--- src/rtl/layer_priority_mixer.sv ---
// Pixel-rate priority mixer: three tile layers plus sprites into one palette index.
// Holds a 68k-style register port with the palette chip's DACKn handshake.
module layer_priority_mixer #(
  parameter int IDX_W    = 12,
  parameter int PEN_BITS = 4
) (
  input  logic             clk,
  input  logic             reset_n,
  input  logic             ce_pixel,
  input  logic [15:0]      Din,
  output logic [15:0]      Dout,
  input  logic [2:0]       VA,
  input  logic             RWn,
  input  logic             UDSn,
  input  logic             LDSn,
  input  logic             SCEn,
  output logic             DACKn,
  input  logic             HSYn,
  input  logic             VSYn,
  input  logic [IDX_W-1:0] L0,
  input  logic [IDX_W-1:0] L1,
  input  logic [IDX_W-1:0] L2,
  input  logic [IDX_W-1:0] OBJ,
  input  logic [1:0]       OBJ_PRI,
  output logic [IDX_W+2:0] SC,
  output logic             HSYn_o,
  output logic             VSYn_o
);

  typedef struct packed {
    logic [IDX_W-1:0] l0;
    logic [IDX_W-1:0] l1;
    logic [IDX_W-1:0] l2;
    logic [IDX_W-1:0] obj;
    logic [1:0]       opri;
    logic             hsyn;
    logic             vsyn;
    logic [11:0]      lpri;
    logic [15:0]      spri;
    logic [IDX_W-1:0] bg;
    logic             en;
    logic             blank;
  } s1_t;

  logic [11:0]      r_lpri;
  logic [15:0]      r_spri;
  logic [IDX_W-1:0] r_bg;
  logic [1:0]       r_ctl;

  logic        sce_q;
  logic        ack_q;
  logic        access;
  logic [15:0] rdata;
  logic [15:0] wdata;

  s1_t              s1;
  logic [3:0]       best;
  logic [2:0]       win_src;
  logic [IDX_W-1:0] win_idx;
  logic [3:0]       opri_v;
  logic [IDX_W+2:0] sc_n;

  assign access = sce_q & ~SCEn;

  always_comb begin
    rdata = 16'h0000;
    case (VA)
      3'd0:    rdata = {4'h0, r_lpri};
      3'd1:    rdata = r_spri;
      3'd2:    rdata = 16'(r_bg);
      3'd3:    rdata = {14'h0, r_ctl};
      default: rdata = 16'h0000;
    endcase
  end

  // Merge the strobed byte lanes into the current readback value.
  always_comb begin
    wdata = rdata;
    if (!UDSn) wdata[15:8] = Din[15:8];
    if (!LDSn) wdata[7:0]  = Din[7:0];
  end

  // sce_q resets low so a cycle in flight across reset is not acked.
  always_ff @(posedge clk or negedge reset_n) begin
    if (!reset_n) begin
      sce_q <= 1'b0;
      ack_q <= 1'b0;
      DACKn <= 1'b1;
      Dout  <= 16'h0000;
    end else begin
      sce_q <= SCEn;
      ack_q <= access;
      if (SCEn)       DACKn <= 1'b1;
      else if (ack_q) DACKn <= 1'b0;
      if (access && RWn) Dout <= rdata;
    end
  end

  always_ff @(posedge clk or negedge reset_n) begin
    if (!reset_n) begin
      r_lpri <= '0;
      r_spri <= '0;
      r_bg   <= '0;
      r_ctl  <= '0;
    end else if (access && !RWn) begin
      case (VA)
        3'd0:    r_lpri <= wdata[11:0];
        3'd1:    r_spri <= wdata;
        3'd2:    r_bg   <= wdata[IDX_W-1:0];
        3'd3:    r_ctl  <= wdata[1:0];
        default: ;
      endcase
    end
  end

  always_ff @(posedge clk or negedge reset_n) begin
    if (!reset_n) begin
      s1      <= '0;
      s1.hsyn <= 1'b1;
      s1.vsyn <= 1'b1;
    end else if (ce_pixel) begin
      s1.l0    <= L0;
      s1.l1    <= L1;
      s1.l2    <= L2;
      s1.obj   <= OBJ;
      s1.opri  <= OBJ_PRI;
      s1.hsyn  <= HSYn;
      s1.vsyn  <= VSYn;
      s1.lpri  <= r_lpri;
      s1.spri  <= r_spri;
      s1.bg    <= r_bg;
      s1.en    <= r_ctl[0];
      s1.blank <= r_ctl[1];
    end
  end

  // Strict '>' in OBJ, L0, L1, L2 order gives the tie-break for free.
  always_comb begin
    best    = 4'd0;
    win_src = 3'd0;
    win_idx = s1.bg;
    opri_v  = s1.spri[{s1.opri, 2'b00} +: 4];
    if (s1.obj[PEN_BITS-1:0] != '0 && opri_v > best) begin
      best    = opri_v;
      win_src = 3'd4;
      win_idx = s1.obj;
    end
    if (s1.l0[PEN_BITS-1:0] != '0 && s1.lpri[3:0] > best) begin
      best    = s1.lpri[3:0];
      win_src = 3'd1;
      win_idx = s1.l0;
    end
    if (s1.l1[PEN_BITS-1:0] != '0 && s1.lpri[7:4] > best) begin
      best    = s1.lpri[7:4];
      win_src = 3'd2;
      win_idx = s1.l1;
    end
    if (s1.l2[PEN_BITS-1:0] != '0 && s1.lpri[11:8] > best) begin
      best    = s1.lpri[11:8];
      win_src = 3'd3;
      win_idx = s1.l2;
    end
    if (s1.blank && (!s1.hsyn || !s1.vsyn))
      sc_n = '0;
    else if (!s1.en)
      sc_n = {3'd0, s1.bg};
    else
      sc_n = {win_src, win_idx};
  end

  always_ff @(posedge clk or negedge reset_n) begin
    if (!reset_n) begin
      SC     <= '0;
      HSYn_o <= 1'b1;
      VSYn_o <= 1'b1;
    end else if (ce_pixel) begin
      SC     <= sc_n;
      HSYn_o <= s1.hsyn;
      VSYn_o <= s1.vsyn;
    end
  end

endmodule

--- config.mk ---
export PLATFORM = sky130hd
export DESIGN_NAME = layer_priority_mixer
export DESIGN_NICKNAME = d
export VERILOG_FILES = /design/src/rtl/layer_priority_mixer.sv
export SDC_FILE = /design/constraint.sdc
export NUM_CORES = 1
export LEC_CHECK = 0
export ABC_CLOCK_PERIOD_IN_PS = 6300
export CAP_MARGIN = 20
export CELL_PAD_IN_SITES_DETAIL_PLACEMENT = 0
export CELL_PAD_IN_SITES_GLOBAL_PLACEMENT = 1
export CORE_ASPECT_RATIO = 1.4
export CORE_MARGIN = 2
export CORE_UTILIZATION = 44
export DETAILED_ROUTE_END_ITERATION = 8
export GPL_TIMING_DRIVEN = 0
export PLACE_DENSITY_LB_ADDON = 0.1
export SLEW_MARGIN = 5
export SYNTH_ARGS = -nofsm -noshare
export SYNTH_HDL_FRONTEND = slang
export SYNTH_SLANG_ARGS = --single-unit
--- constraint.sdc ---
create_clock -name clk -period 6.3 [get_ports clk]
set_clock_uncertainty 0.05 [all_clocks]
set_input_delay 0.63 -clock clk [delete_from_list [all_inputs] [get_ports clk]]
set_output_delay 0.63 -clock clk [all_outputs]
set_load 0.02 [all_outputs]
# Yosys cells after proc, flatten, opt, wreduce, memory -nomap -nowiden
# Index checks and enable logic that the tools add are counted.
classes:
  n_lt_le_gt_ge: 4
  eq_ne: 3
  bitwise: 2
  muxes: 18
  shift: 1
  reduce_logical: 21
op_table:
  columns: ["cell", "n"]
  rows:
  - ["$pmux 16 s4", 1]
  - ["$mux 12", 4]
  - ["$mux 15", 2]
  - ["$mux 8", 2]
  - ["$reduce_bool 4->1", 4]
  - ["$shiftx 16x5->4", 1]
  - ["$gt 4x4->1", 3]
  - ["$mux 3", 4]
  - ["$mux 4", 3]
  - ["$reduce_and 2->1", 4]
  - ["$logic_and 1x1->1", 7]
  - ["$eq 3x2->1 const B", 2]
  - ["$gt 4x1->1 const B", 1]
  - ["$eq 3x1->1 const B", 1]
  - ["$logic_not 1->1", 3]
  - ["$logic_not 3->1", 1]
  - ["$mux 1", 2]
  - ["$reduce_bool 2->1", 1]
  - ["$and 1x1->1", 1]
  - ["$logic_or 1x1->1", 1]
  - ["$not 1->1", 1]
totals:
  word_cells: 72
  output_inout_bits: 34
  inputBits: 78
  ff_bits: 172

# Depth between registers and ports, before layout
# Gate-level depths: netlist of the first run.
depth:
  ltp_word: 15
  depth_mapped: 25
  depth_no_buf: 21

# Worst setup path after synthesis of the first run
# OpenSTA, ideal clock, no wires.
synth_timing:
  path_kind: "flip-flop to flip-flop"
  startpoint: "register s1[46] (netlist name)"
  endpoint: "register SC[11]"
  stages_incl_launch_ff: 25
  n_path_buf: 4
  slack_ps: 890
  setup_time_ps: 95
  required_time_ps: 6155
  arrival_time_ps: 5265
  synth_period_minus_slack_ps: 5410
  cell_sequence: "dfrtp_1 -> or4_1 -> clkbuf_1 -> nand2_1 -> ha_1 -> nand4_1 -> nand2_1 -> a21oi_1 -> clkbuf_1 -> a21oi_1 -> ha_1 -> nor2b_1 -> o211ai_1 -> a21o_1 -> clkbuf_1 -> nor2_1 -> a21o_1 -> ha_1 -> nor2b_1 -> o211ai_1 -> a21oi_1 -> nor2b_1 -> clkbuf_1 -> a2bb2oi_1 -> o31ai_1"
synth_via:
  elab_chain_cells: 14
  elab_cells_between_ends: 17
  cone_classes: "order compare: 3; mux: 9; reduce/logical: 5"
synth_lines:
  columns: ["item", "line_no", "text"]
  rows:
  - ["start, declared", "56", "s1_t s1;"]
  - ["$reduce_bool 4->1 (*)", "143", "if (s1.obj[PEN_BITS-1:0] != '0 && opri_v > best) begin"]
  - ["$logic_and 1x1->1 (*)", "143", null]
  - ["$mux 4", "143", null]
  - ["$gt 4x4->1", "148", "if (s1.l0[PEN_BITS-1:0] != '0 && s1.lpri[3:0] > best) begin"]
  - ["$logic_and 1x1->1", "148", null]
  - ["$mux 4", "148", null]
  - ["$gt 4x4->1", "153", "if (s1.l1[PEN_BITS-1:0] != '0 && s1.lpri[7:4] > best) begin"]
  - ["$logic_and 1x1->1", "153", null]
  - ["$mux 4", "153", null]
  - ["$gt 4x4->1", "158", "if (s1.l2[PEN_BITS-1:0] != '0 && s1.lpri[11:8] > best) begin"]
  - ["$logic_and 1x1->1", "158", null]
  - ["$mux 12 (*)", "158", null]
  - ["$mux 15 (*)", "165", "else if (!s1.en)"]
  - ["$mux 15 (*)", "163", "if (s1.blank && (!s1.hsyn || !s1.vsyn))"]
  - ["end signal, assigned", "177", "SC <= sc_n;"]
  - ["end, declared", "25", "output logic [IDX_W+2:0] SC,"]
# Mark *: on every way between the ends. The rest lies on a longest branch, timed or not.
# A chain may end at the register's enable or synchronous reset.

# Final worst setup path of the first run
layout_timing:
  startpoint: "register s1[46] (netlist name)"
  endpoint: "register SC[2]"
# The elaborated chain is that of the path after synthesis.

==> metrics.cfg, run 1 <==
[status]
outcome=completed

[clocking]
clk_pin_slew_ps=70
numClockSinks=172
clk-insertion-delay-late_ps=430
cts_root_buf=clkbuf_16
cts_tree=built
cts.htree.levels=4
cts_buffer_depth=2
cts-buffers-inserted=17

[yosys]
synthTopCellsByArea=dfrtp_1, mux2_2, nand2_1
synth.distinct_cells=45
syn-num-nets=790
syn_avg_cell_area_um2=11.36
synth_edf_count=0
syn_area_um2=7953
yosysWarnings=0
synthFlopType=dfrtp_1
ys_async_sr_fraction_pct=100.0
yosysTopAreaCell=dfrtp_1
synth.ff_latch_count=172
yosysTopAreaCellShare_pct=52.55
ys_seq_area_share_pct=54.20
synthesis.instances=700

[global_route]
met2_usage_pct=41.60
met1_usage_pct=28.90
busiest_layer=met2
grt_pass1_wl_um=35040
grt_max_degree=88
grt_use_met3_pct=4.504
grt_pass1_vias=6266
antenna_found_initial=0
grt_overflow=0
track_usage_pct=23.64

[placement]
globalplace.congestion=0.8946
place_area_um2=9370
portBuffers=107
dp_hpwl_um=16290

[setup_path]
worstPathRequired_ps=6590
reg2reg_slack_ps=320
crit-reg2reg-launch=s1[46]
path_class=reg2reg
rr_worst_depth=25
rr_endpoint=SC[2]
cp-start-kind=register
endpoint_kind=register
path_max_fanout=10
arrival_ps=6270

[drt]
drt_first_iter_violations=403
drc=0
ant_nets=0
vias_per_cell=5.543
finalWirelength_um=21620
wire_per_inst_um=19.98
dr.pass1.iters=7
vias=5997

[die]
core_um2=17850
dieArea_um2=19180
start_util_pct=44.55
die_h_um=163.1
die_width_um=117.6
num_rows=58
io_pins=112

[timing]
fmax_mhz=167.3
finalSetupTns_ps=0
whs_ps=164.6
worstMarginPinSlew_ps=1041
fin_crit_sh_pct=94.91
slew_headroom_pct=29.64
setup_viol=0
maxSlewViolCount=0
hold_viol_final=0
fin_crit_ps=5979

[finish]
antenna_cells=0
area_delta_synth_final_pct=25.69
drive_gt1_share_pct=19.24
design_area_um2=9996
fin_nets=919
fillers=1574

[power]
p_leak_uw=0.004269
peakVddDrop_mv=0.2104
p_total_uw=3735
power.density_nw_per_um2=373.6

[hold_path]
min_path_type=in2async

[job]
cap_violations=0

power breakdown:
group / leakage [µW] / switching [µW] / total [µW] / internal [µW]
registers: 0.00220 / 123 / 1380 / 1260
clock network: 0.000271 / 471 / 1030 / 559
logic: 0.00179 / 768 / 1320 / 553
total: 0.00427 / 1360 / 3730 / 2370
repair_timing:
item / CTS / global route
hold endpoints to repair: 0 / 0
gates resized for setup: 6 / 7
setup buffers: 0 / 1
hold buffers: 0 / 0
endpoints found under the setup margin: 13 / 13
pin swaps: 0 / 1
critical path, stage by stage (launching register included):
cell and delay, ps:
dfrtp_1 420, or4_1 620, clkbuf_2 270, nand2_1 130, ha_1 250, nor2b_1 140
o211ai_1 310, a21oi_4 160, clkbuf_4 240, a21oi_1 250, ha_1 290, nor2b_1 140
o211ai_1 200, a21o_1 260, buf_2 270, nor2_1 60, a21o_1 160, ha_1 280
nor2b_1 140, o211ai_1 170, buf_4 150, a21bo_2 170, clkbuf_2 260, o21ai_0 150
a31oi_1 210, a2bb2oi_1 170
registers in the layout (all words and copies together), names as in the netlist:
register,flops
DACKn,1
r_spri,16
ack_q,1
r_bg,12
sce_q,1
r_ctl,2
s1,94
HSYn_o,1
SC,15
Dout,16
r_lpri,12
VSYn_o,1
stage by stage:
| step | cells | setup WS, ps | utilization, % |
|---|---|---|---|
| 2_1_floorplan | 700 | 889.7 | - |
| 3_3_place_gp | 1047 | -2166 | 52.23 |
| 3_5_place_dp | 1049 | -771.3 | 52.49 |
| 4_1_cts | 1081 | 144.6 | 55.85 |
| 5_1_grt | 1082 | -30.69 | 55.99 |
| 6_report | 1082 | 320.9 | 55.99 |
worst max-delay path by stage:
stage | startpoint | end | slack [ps] | depth (start not counted)
4_1_cts | s1[46] | SC[11] | 140 | 24
3_3_place_gp | reset_n | r_spri[13] | -2170 | 1
6_report | s1[46] | SC[2] | 320 | 25
2_1_floorplan | s1[46] | SC[11] | 890 | 24
3_5_place_dp | s1[46] | SC[11] | -770 | 24
5_1_grt | s1[46] | SC[11] | -30 | 25
Yosys cell counts, types with 3 or more instances:
library cell,number
nor2_1,40
a2111oi_0,4
mux4_2,6
ha_1,12
dfstp_2,5
o211ai_1,3
a211oi_1,7
o221ai_1,7
clkbuf_1,32
o21ai_1,21
dfrtp_1,167
inv_1,7
a31oi_1,4
a21o_1,5
mux2_2,100
a22o_1,8
a32oi_1,7
nand2_1,98
o21ai_0,36
buf_1,6
nor2b_1,22
mux2i_1,22
a21oi_1,38
o31ai_1,11
a2bb2oi_1,5
per-layer routing:
metal | wire, µm | vias up
met5 | 0 | -
met4 | 594 | 0
met3 | 866 | 34
met2 | 11320 | 177
met1 | 8836 | 3004
li1 | - | 2782
cell type report:
class,count,area (µm²),area share [%]
well taps,240,300.3,3.004
plain buffers,40,163.9,1.640
repair buffers,110,1119,11.19
clock buffers,17,425.4,4.256
clock inverters,15,161.4,1.615
flip-flops and latches,172,4310,43.12
inverters,7,26.28,0.2629
multi-input cells,481,3490,34.91
placed cells by master (no fill, tap or decap), drive strengths merged, types with 3 or more instances in the layout:
cell,count
inv,12
mux4,6
mux2i,22
clkbuf,48
o31ai,11
clkinv,4
clkinvlp,5
o211ai,3
mux2,100
clkdlybuf4s50,106
o21ai,57
a21o,5
nor2b,22
buf,13
ha,12
nand2,98
a31oi,4
nor4,3
dfstp,5
o221ai,7
nor2,42
a21oi,38
a211oi,7
a22o,8
a32oi,7
a2bb2oi,5
a2111oi,5
dfrtp,167
logic make-up (layout without fill, tap and decap cells):
| group | Yosys count | after routing | share of synthesized area, % |
|---|---|---|---|
| muxes | 128 | 128 | 18.63 |
| DFF | 172 | 172 | 54.20 |
| buffers and inverters | 47 | 189 | 2.281 |
| and+or+nand+nor | 179 | 179 | 10.15 |
| adders and majority gates | 12 | 12 | 1.888 |
| AOI/OAI and AO/OA | 162 | 162 | 12.85 |
No activity file was read; power rests on OpenSTA's default activity.
==> inputs of run 2 (changes only) <==
--- a/config.mk
+++ b/config.mk
@@ -19,3 +19,4 @@
 export SYNTH_ARGS = -nofsm -noshare
 export SYNTH_HDL_FRONTEND = slang
 export SYNTH_SLANG_ARGS = --single-unit
+export TNS_END_PERCENT = 1
==> results of run 2 <==
No change in the layout: final DEF, timing and power equal those of run 1.
